**config.mk**
```make
export PLATFORM = sky130hd
export DESIGN_NAME = uart_tx
export DESIGN_NICKNAME = d
export VERILOG_FILES = /design/src/rtl/uart_tx.sv
export SDC_FILE = /design/constraint.sdc
export NUM_CORES = 1
export LEC_CHECK = 0
export BUFFER_PORTS_ARGS = -buffer_cell sky130_fd_sc_hd__buf_2
export CAP_MARGIN = 20
export CORE_MARGIN = 2
export CORE_UTILIZATION = 45
export DETAILED_ROUTE_END_ITERATION = 10
export REMOVE_ABC_BUFFERS = 1
export SLEW_MARGIN = 20
export SYNTH_ARGS = -nofsm -noshare
export SYNTH_HDL_FRONTEND = slang
export SYNTH_SLANG_ARGS = --single-unit
```
**constraint.sdc**
```tcl
create_clock -name clk -period 2.5 [get_ports clk]
set_input_delay 0.25 -clock clk [delete_from_list [all_inputs] [get_ports clk]]
set_output_delay 0.25 -clock clk [all_outputs]
set_load 0.01 [all_outputs]
```
**src/rtl/uart_tx.sv**
```systemverilog
// Byte-serial UART transmitter: valid/ready push into a small FIFO, 8N1 framing on Tx.
// Define UART_TX_PARITY_EN to insert an even-parity bit between data and stop (8E1).
module uart_tx #(
  parameter int unsigned SYS_CLK_FREQ   = 100000000,
  parameter int unsigned UART_BAUD_RATE = 115200,
  parameter int unsigned BYTE_SIZE      = 8,
  parameter int unsigned FIFO_DEPTH_LOG = 4
) (
  input  logic                 clk,
  input  logic                 rst,
  input  logic [BYTE_SIZE-1:0] tx_data,
  input  logic                 tx_valid,
  output logic                 tx_ready,
  output logic                 Tx,
  output logic                 tx_busy
);

  localparam int unsigned CLKS_PER_BIT = SYS_CLK_FREQ / UART_BAUD_RATE;
  localparam int unsigned CNT_W        = (CLKS_PER_BIT > 1) ? $clog2(CLKS_PER_BIT) : 1;
  localparam int unsigned BIT_W        = (BYTE_SIZE > 1) ? $clog2(BYTE_SIZE) : 1;
  localparam int unsigned AW           = FIFO_DEPTH_LOG;
  localparam int unsigned PTR_W        = FIFO_DEPTH_LOG + 1;
  localparam int unsigned DEPTH        = 1 << FIFO_DEPTH_LOG;

  localparam logic [2:0] ST_IDLE   = 3'd0;
  localparam logic [2:0] ST_START  = 3'd1;
  localparam logic [2:0] ST_DATA   = 3'd2;
  localparam logic [2:0] ST_STOP   = 3'd3;
`ifdef UART_TX_PARITY_EN
  localparam logic [2:0] ST_PARITY = 3'd4;
`endif

  logic [2:0]           state_q, state_d;
  logic [CNT_W-1:0]     cnt_q, cnt_d;
  logic [BIT_W-1:0]     bit_idx_q, bit_idx_d;
  logic [BYTE_SIZE-1:0] shift_q, shift_d;
  logic                 tx_q, tx_d;
`ifdef UART_TX_PARITY_EN
  logic                 parity_q, parity_d;
`endif

  logic [PTR_W-1:0]     wr_ptr_q, rd_ptr_q;
  logic [BYTE_SIZE-1:0] mem_q [DEPTH];
  logic [BYTE_SIZE-1:0] head_c;
  logic                 full_c, empty_c;
  logic                 push_c, pop_c;
  logic                 bit_done_c;

  // FIFO status derives only from registered pointers, so tx_ready never depends on tx_valid.
  assign full_c   = (wr_ptr_q[PTR_W-1] != rd_ptr_q[PTR_W-1]) &&
                    (wr_ptr_q[AW-1:0] == rd_ptr_q[AW-1:0]);
  assign empty_c  = (wr_ptr_q == rd_ptr_q);
  assign push_c   = tx_valid && !full_c;
  assign head_c   = mem_q[rd_ptr_q[AW-1:0]];

  assign tx_ready = !full_c;
  assign Tx       = tx_q;
  assign tx_busy  = (state_q != ST_IDLE) || !empty_c;

  assign bit_done_c = (cnt_q == CNT_W'(CLKS_PER_BIT - 1));

  // Storage array carries no reset; the pointers alone define validity.
  always_ff @(posedge clk) begin
    if (push_c) begin
      mem_q[wr_ptr_q[AW-1:0]] <= tx_data;
    end
  end

  always_ff @(posedge clk or negedge rst) begin
    if (!rst) begin
      wr_ptr_q <= '0;
      rd_ptr_q <= '0;
    end else begin
      if (push_c) begin
        wr_ptr_q <= wr_ptr_q + PTR_W'(1);
      end
      if (pop_c) begin
        rd_ptr_q <= rd_ptr_q + PTR_W'(1);
      end
    end
  end

  // Frame sequencer: Tx is the registered copy of tx_d, so the line never glitches.
  always_comb begin
    state_d   = state_q;
    cnt_d     = cnt_q;
    bit_idx_d = bit_idx_q;
    shift_d   = shift_q;
    tx_d      = tx_q;
    pop_c     = 1'b0;
`ifdef UART_TX_PARITY_EN
    parity_d  = parity_q;
`endif

    case (state_q)
      ST_IDLE: begin
        tx_d = 1'b1;
        if (!empty_c) begin
          pop_c    = 1'b1;
          shift_d  = head_c;
          state_d  = ST_START;
          cnt_d    = '0;
          tx_d     = 1'b0;
`ifdef UART_TX_PARITY_EN
          parity_d = ^head_c;
`endif
        end
      end

      ST_START: begin
        if (bit_done_c) begin
          state_d   = ST_DATA;
          cnt_d     = '0;
          bit_idx_d = '0;
          tx_d      = shift_q[0];
        end else begin
          cnt_d = cnt_q + CNT_W'(1);
        end
      end

      ST_DATA: begin
        if (bit_done_c) begin
          cnt_d = '0;
          if (bit_idx_q == BIT_W'(BYTE_SIZE - 1)) begin
`ifdef UART_TX_PARITY_EN
            state_d = ST_PARITY;
            tx_d    = parity_q;
`else
            state_d = ST_STOP;
            tx_d    = 1'b1;
`endif
          end else begin
            bit_idx_d = bit_idx_q + BIT_W'(1);
            shift_d   = shift_q >> 1;
            tx_d      = shift_q[1];
          end
        end else begin
          cnt_d = cnt_q + CNT_W'(1);
        end
      end

`ifdef UART_TX_PARITY_EN
      ST_PARITY: begin
        if (bit_done_c) begin
          state_d = ST_STOP;
          cnt_d   = '0;
          tx_d    = 1'b1;
        end else begin
          cnt_d = cnt_q + CNT_W'(1);
        end
      end
`endif

      ST_STOP: begin
        tx_d = 1'b1;
        if (bit_done_c) begin
          state_d = ST_IDLE;
          cnt_d   = '0;
        end else begin
          cnt_d = cnt_q + CNT_W'(1);
        end
      end

      default: begin
        state_d = ST_IDLE;
        cnt_d   = '0;
        tx_d    = 1'b1;
      end
    endcase
  end

  always_ff @(posedge clk or negedge rst) begin
    if (!rst) begin
      state_q   <= ST_IDLE;
      cnt_q     <= '0;
      bit_idx_q <= '0;
      shift_q   <= '0;
      tx_q      <= 1'b1;
`ifdef UART_TX_PARITY_EN
      parity_q  <= 1'b0;
`endif
    end else begin
      state_q   <= state_d;
      cnt_q     <= cnt_d;
      bit_idx_q <= bit_idx_d;
      shift_q   <= shift_d;
      tx_q      <= tx_d;
`ifdef UART_TX_PARITY_EN
      parity_q  <= parity_d;
`endif
    end
  end

endmodule

```
==> results of run 1 <==
[where the power goes]
group,internal (mW),switching (mW)
clock,1.57,1.04
sequential,3.34,0.225
combinational,1.50,1.79
[state kept, by name (all words and copies together), names as in the netlist]
register / flops
bit_idx_q: 3
wr_ptr_q: 5
mem_q: 128
rd_ptr_q: 5
Tx: 1
shift_q: 8
cnt_q: 10
state_q: 2
[placed cells by master (no fill, tap or decap), drive strengths merged, types with 2 or more instances in the layout]
| cell type | synthesis | routed |
|---|---|---|
| nand2b | 4 | 4 |
| nor2b | 4 | 4 |
| a221oi | 13 | 13 |
| mux2 | 11 | 11 |
| a21oi | 10 | 10 |
| a21boi | 3 | 3 |
| clkbuf | 6 | 19 |
| dfrtp | 33 | 33 |
| and3b | 2 | 2 |
| o41ai | 2 | 2 |
| o31ai | 9 | 9 |
| nand2 | 24 | 24 |
| buf | 18 | 43 |
| a22oi | 7 | 7 |
| xor2 | 6 | 6 |
| xnor2 | 8 | 8 |
| nor3 | 6 | 6 |
| mux2i | 32 | 32 |
| bufinv | 0 | 3 |
| ha | 14 | 14 |
| inv | 8 | 10 |
| nor4b | 4 | 4 |
| and2 | 7 | 7 |
| nand3 | 7 | 7 |
| a31oi | 6 | 6 |
| or2 | 5 | 5 |
| a22o | 2 | 2 |
| nor3b | 7 | 7 |
| edfxtp | 128 | 128 |
| clkinvlp | 0 | 4 |
| nand4 | 4 | 4 |
| and3 | 7 | 7 |
| nor2 | 8 | 8 |
| mux4 | 16 | 16 |
| clkinv | 0 | 4 |
| o21ai | 20 | 20 |
[how the worst min path moves through the flow]
stage,cells after the start,startpoint,to
2_1_floorplan,0,rst,bit_idx_q[0]
3_3_place_gp,1,rst,cnt_q[6]
3_5_place_dp,1,rst,cnt_q[6]
4_1_cts,1,tx_data[7],mem_q[8][7]
5_1_grt,1,tx_data[7],mem_q[8][7]
6_report,1,tx_data[7],mem_q[8][7]
[area by class of cell]
cell class | count | area, um^2
Clock inverter | 13 | 160
Fill cell | 1275 | 7180
Clock buffer | 19 | 433
Timing Repair Buffer | 44 | 338
Tap cell | 211 | 264
Sequential cell | 162 | 4700
Inverter | 8 | 30.0
Multi-Input combinational cell | 255 | 2210
[worst reg2reg max path, delay by kind of cell, from the launching register on]
family | cells | cell delay (ns)
multiplexers | 2 | 0.88
buffers and inverters | 1 | 0.21
AO/OA/AOI/OAI | 2 | 0.39
flip-flops | 1 | 0.40
AND/OR/NAND/NOR | 1 | 0.24
[what timing repair did]
action                     in CTS  in global routing
gates resized for setup         0                  2
hold endpoints to repair       33                  0
hold buffers                    1                  0
setup endpoints to repair       0                  1
[routing by layer]
layer,track usage [%],vias to the layer above
li1,-,1831
met1,26.0,1990
met2,28.0,73
met3,4.00,16
met4,6.26,0
met5,0,-
[logic make-up after synthesis]
kind of cell,Yosys count
adders and majority gates,14
DFF,162
xor gates and xnor gates,14
AOI/OAI and AO/OA,75
and+or+nand+nor,93
buffers and inverters,32
muxes,59
==> run_results.csv, run 1 <==
group,metric,value,unit
clocking,numCtsBuffers,17,
route,dr_wl_met3,635,um
synth,synth-simple-area-share,7.48,%
cells_and_area,fin_cells,712,
grt,grt_pass1_wl,22200,um
clocking,clk_pin_slew,0.07,ns
cells_and_area,diodes,0,
route,wirelength,14100,um
synth,ys.flop_type,"edfxtp_1",
pwr,finalPower,9.46,mW
place,io_buffers,13,
route,via_per_inst,5.49,
synth,synth_top_family_by_area,"multiplexers",
synth,synthTopCellsByCount,"edfxtp_1 (128), dfrtp_1 (33), mux2i_1 (32), nand2_1 (24), o21ai_0 (20)",
synth,synth-compound-area-share,7.30,%
cells_and_area,area_growth,14.7,%
route,postRouteAntennaNets,0,
grt,grt_max_degree,35,
worst_setup_path,cp.buffers_inverters,2,
floorplan,rows,45,
sta,rsz0062_at_grt,"false",
grt,antenna_found_initial,0,
sta,max_freq,0.443,GHz
floorplan,io_pins,14,
worst_setup_path,crit_fanout,8,
sta,setup_tns,0,ns
worst_setup_path,r2r_cells,6,
worst_setup_path,crit_family,"simple AND/OR/NAND/NOR gates",
pwr,power_density,1160,mW/mm^2
grt,grt_pass1_vias,3884,
pwr,irDropWorstVdd,0.000566,V
run_status,status,"finished clean",
floorplan,die_h,130,um
sta,hold_viol,0,
clocking,h-tree-depth,4,
worst_setup_path,start_kind,"flop",
synth,synthesis.area,0.00709,mm^2
synth,synthAdderAreaFrac,2.47,%
place,dp_cells,679,
synth,postSynthAreaPerCell,15.8,um^2
worst_setup_path,r2r_start,"rd_ptr_q[0]",
pwr,power.leakage,3.00,nW
floorplan,die_area,0.0168,mm^2
route,firstDrtPassIters,5,
synth,synth-edff-count,128,
route,drc,0,
floorplan,die_w,130,um
sta,slew_headroom,47.8,%
worst_setup_path,max_stage_delay,0.43,ns
sta,drv_slew,0,
clocking,cts_max_path_buffers,2,
synth,synth-xor-area-share,1.73,%
worst_setup_path,criticalPathCategory,"flop to output pin",
cells_and_area,postLayoutCellArea,0.00813,mm^2
cells_and_area,drive_above_1_share,20.8,%
place,hpwl,9380,um
worst_setup_path,cp_num_cells,5,
synth,synth_top_area_share,54.2,%
worst_setup_path,cpMaxStageDelayCell,"dfrtp_1",
route,topRoutingLayerUsed,"met4",
worst_setup_path,cp.required,2.25,ns
clocking,clk_latency,0.42,ns
worst_setup_path,critical_path.cell_chain,"xor2_1, nor4_4, and3_2, inv_2, buf_2",
worst_setup_path,end_kind,"output pin",
place,routabilityCongestion,0.778,
worst_setup_path,setup.worst_path.start,"wr_ptr_q[1]",
place,pre_cts_ws,0.281,ns
clocking,postCtsSetupBuffers,0,
cells_and_area,final_core_util,53.1,%
place,placed_area,0.00752,mm^2
job,drv_cap,0,
route,wl_met2,6550,um
synth,synthMuxAreaShare,12.0,%
floorplan,initial_utilization,46.3,%
route,wl_met1,6720,um
synth,synth.distinct_cells,54,
synth,synthCells,449,
synth,yosysWarnings,0,
synth,yosysTopAreaCell,"edfxtp_1",
cells_and_area,fin_nets,513,
sta,worst_pin_slew,0.784,ns
synth,ys_ff_latch,162,
sta,min_period,2.26,ns
worst_setup_path,critPathCapture,"tx_busy",
sta,fin_hold_ws,0.222,ns
floorplan,core_area,0.0153,mm^2
route,dr_total_vias,3910,
synth,ys_seq_area_share,66.2,%
worst_setup_path,r2r-end,"shift_q[1]",
sta,finalSetupViolCount,0,
grt,grt_usage,18.3,%
route,wl_per_cell,19.8,um
clocking,clock_sinks,162,
sta,fin_crit_sh,90.4,%
route,dr.first_iter.drc_count,299,
worst_setup_path,cp.arrival,2.01,ns
sta,layout_setup_ws,0.241,ns
sta,finalClockSkew,0.00888,ns
grt,grt_overflow_total,0,
worst_hold_path,hp-class,"input port to flop",
worst_setup_path,reg2reg_setup_slack,0.26,ns
clocking,cts_root_buf,"clkbuf_16",
synth,ys_top_cells_by_area,"edfxtp_1 (54%), dfrtp_1 (12%), mux2i_1 (4.5%), mux4_2 (3.5%), ha_1 (2.5%)",
synth,yosysMostFrequentCell,"edfxtp_1",
clocking,cts_tree,"done",
synth,async_flop_share,21.0,%
(Power assumes the default switching activity.)
==> run 2, diff against run 1 <==
--- a/config.mk
+++ b/config.mk
@@ -5,8 +5,8 @@
 export SDC_FILE = /design/constraint.sdc
 export NUM_CORES = 1
 export LEC_CHECK = 0
+export ABC_AREA = 1
 export BUFFER_PORTS_ARGS = -buffer_cell sky130_fd_sc_hd__buf_2
-export CAP_MARGIN = 20
 export CORE_MARGIN = 2
 export CORE_UTILIZATION = 45
 export DETAILED_ROUTE_END_ITERATION = 10
==> run_results.csv, run 2 <==
group,metric,value,unit
sta,setup_tns,0,ns
synth,synth-edff-count,128,
clocking,numCtsBuffers,17,
route,via_per_inst,5.10,
cells_and_area,fin_cells,1040,
clocking,postCtsSetupBuffers,0,
cells_and_area,drive_above_1_share,10.2,%
place,hpwl,11000,um
worst_hold_path,holdPathEnd,"wr_ptr_q[0]",
worst_setup_path,critical_path.cell_chain,"inv_2, nand2_1, nand2_2, nor2_4, nand4_4, buf_2",
cells_and_area,postLayoutCellArea,0.00849,mm^2
worst_hold_path,hold_depth,3,
floorplan,io_pins,14,
worst_setup_path,cpMaxStageDelayCell,"dfrtp_1",
run_status,status,"finished clean",
sta,fin_crit_sh,88.0,%
sta,slew_headroom,46.2,%
grt,antenna_found_initial,0,
worst_setup_path,r2r-end,"mem_q[14][1]",
clocking,clk_latency,0.43,ns
worst_setup_path,r2r_cells,10,
cells_and_area,mostFrequentLayoutCells,"nand2_1 (271), edfxtp_1 (128), nand3_1 (93)",
sta,fin_hold_ws,0.168,ns
route,dr.first_iter.drc_count,441,
worst_setup_path,cp.arrival,1.95,ns
floorplan,die_area,0.0177,mm^2
sta,rsz0062_at_grt,"false",
pwr,power.leakage,3.68,nW
sta,min_period,2.20,ns
synth,yosysWarnings,0,
pwr,irDropWorstVdd,0.000498,V
synth,async_flop_share,21.0,%
clocking,h-tree-depth,4,
worst_setup_path,start_kind,"flop",
worst_hold_path,worstHoldStart,"tx_valid",
grt,grt_overflow_total,0,
synth,synthesis.area,0.00747,mm^2
sta,max_freq,0.454,GHz
worst_setup_path,max_stage_delay,0.59,ns
route,postRouteAntennaNets,0,
grt,grt_pass1_vias,5059,
route,firstDrtPassIters,5,
cells_and_area,diodes,0,
place,placed_area,0.00786,mm^2
grt,grt_usage,19.7,%
route,drc,0,
cells_and_area,final_common_cell,"nand2_1",
place,routabilityCongestion,0.869,
floorplan,die_w,133,um
floorplan,rows,47,
synth,synthCells,779,
synth,ys.flop_type,"edfxtp_1",
clocking,cts_root_buf,"clkbuf_16",
sta,worst_pin_slew,0.806,ns
pwr,finalPower,6.69,mW
clocking,cts_tree,"done",
synth,ys_ff_latch,162,
worst_setup_path,reg2reg_setup_slack,0.50,ns
worst_setup_path,cp.required,2.25,ns
synth,yosysMostFrequentCell,"nand2_1",
place,io_buffers,13,
floorplan,die_h,133,um
pwr,power_density,788,mW/mm^2
synth,ys_top_cells_by_area,"edfxtp_1 (51%), nand2_1 (14%), dfrtp_1 (11%), nand3_1 (6.2%), inv_1 (4.2%)",
sta,layout_setup_ws,0.299,ns
clocking,cts_resized,0,
worst_setup_path,r2r_start,"rd_ptr_q[2]",
cells_and_area,fin_nets,832,
sta,finalSetupViolCount,0,
place,dp_cells,1007,
clocking,clk_pin_slew,0.07,ns
grt,grt_pass1_wl,26200,um
sta,hold_viol,0,
synth,synth.distinct_cells,30,
worst_hold_path,hp-class,"input port to flop",
floorplan,initial_utilization,45.6,%
synth,synthTopCellsByCount,"nand2_1 (271), edfxtp_1 (128), nand3_1 (93), inv_1 (84), nor2_1 (53)",
synth,synth_top_area_share,51.4,%
synth,postSynthAreaPerCell,9.59,um^2
route,dr_total_vias,5304,
place,pre_cts_ws,0.514,ns
grt,grt_max_degree,67,
cells_and_area,final_core_util,51.7,%
cells_and_area,fill_cells,1470,
clocking,clock_sinks,162,
cells_and_area,area_growth,13.6,%
floorplan,core_area,0.0164,mm^2
route,wl_per_cell,15.9,um
worst_setup_path,crit_fanout,18,
synth,ys_seq_area_share,62.8,%
clocking,cts_max_path_buffers,2,
cells_and_area,largest_register_ffs,128,
synth,yosysTopAreaCell,"edfxtp_1",
sta,finalClockSkew,0.0125,ns
worst_setup_path,end_kind,"output pin",
sta,drv_slew,0,
worst_setup_path,criticalPathCategory,"flop to output pin",
route,wirelength,16600,um
job,drv_cap,0,
## run 2: worst max path at each step
stage | from | to | slack, ns | cells after the start
floorplan | rd_ptr_q[0] | mem_q[4][0] | -0.73 | 9
global placement | state_q[0] | shift_q[1] | 0.57 | 10
detailed placement | state_q[0] | shift_q[1] | 0.51 | 10
CTS | rd_ptr_q[2] | tx_busy | 0.30 | 6
global route | rd_ptr_q[2] | tx_busy | 0.18 | 6
finish | rd_ptr_q[2] | tx_busy | 0.30 | 6
## run 2: timing repair
item | 4_1_cts | 5_1_grt
endpoints found under the setup margin | 0 | 0
hold endpoints to repair | 33 | 0
hold buffers | 1 | 0
## run 2: layout make-up
type	count	area (um^2)	area share (%)
Sequential cell	162	4700	55.3
Multi-Input combinational cell	498	2290	27.0
Clock buffer	17	425	5.01
Inverter	91	344	4.05
Tap cell	220	275	3.24
Timing Repair Buffer	37	260	3.07
Clock inverter	15	195	2.30
## run 2: layer usage
| metal | vias to the layer above | track usage [%] | part of all wire [%] |
|---|---|---|---|
| met2 | 148 | 33.3 | 49 |
| met4 | 0 | 7.65 | 2.4 |
| met1 | 2533 | 24.8 | 43 |
| li1 | 2598 | - | - |
| met5 | - | 0 | 0 |
| met3 | 25 | 4.60 | 5.2 |
## run 2: power breakdown
group          switching [mW]  internal [mW]
clock                    1.13           1.61
combinational           0.499          0.213
sequential             0.0917           3.15
total                    1.72           4.97
## run 2: worst max-delay path, delay by kind of cell (launching register included)
kind,cells,cell delay (ns)
buf+inv,2,0.34
simple gates,4,0.59
flops,1,0.59
## run 2: logic make-up (layout without fill, tap and decap cells)
group                      Yosys count  after routing  synth area share, %
AOI/OAI and AO/OA                   35             35                 2.61
xor gates and xnor gates             7              7                0.820
adders and majority gates           14             14                 2.34
buffers and inverters              119            160                 6.50
DFF                                162            162                 62.8
and+or+nand+nor                    442            442                 24.9
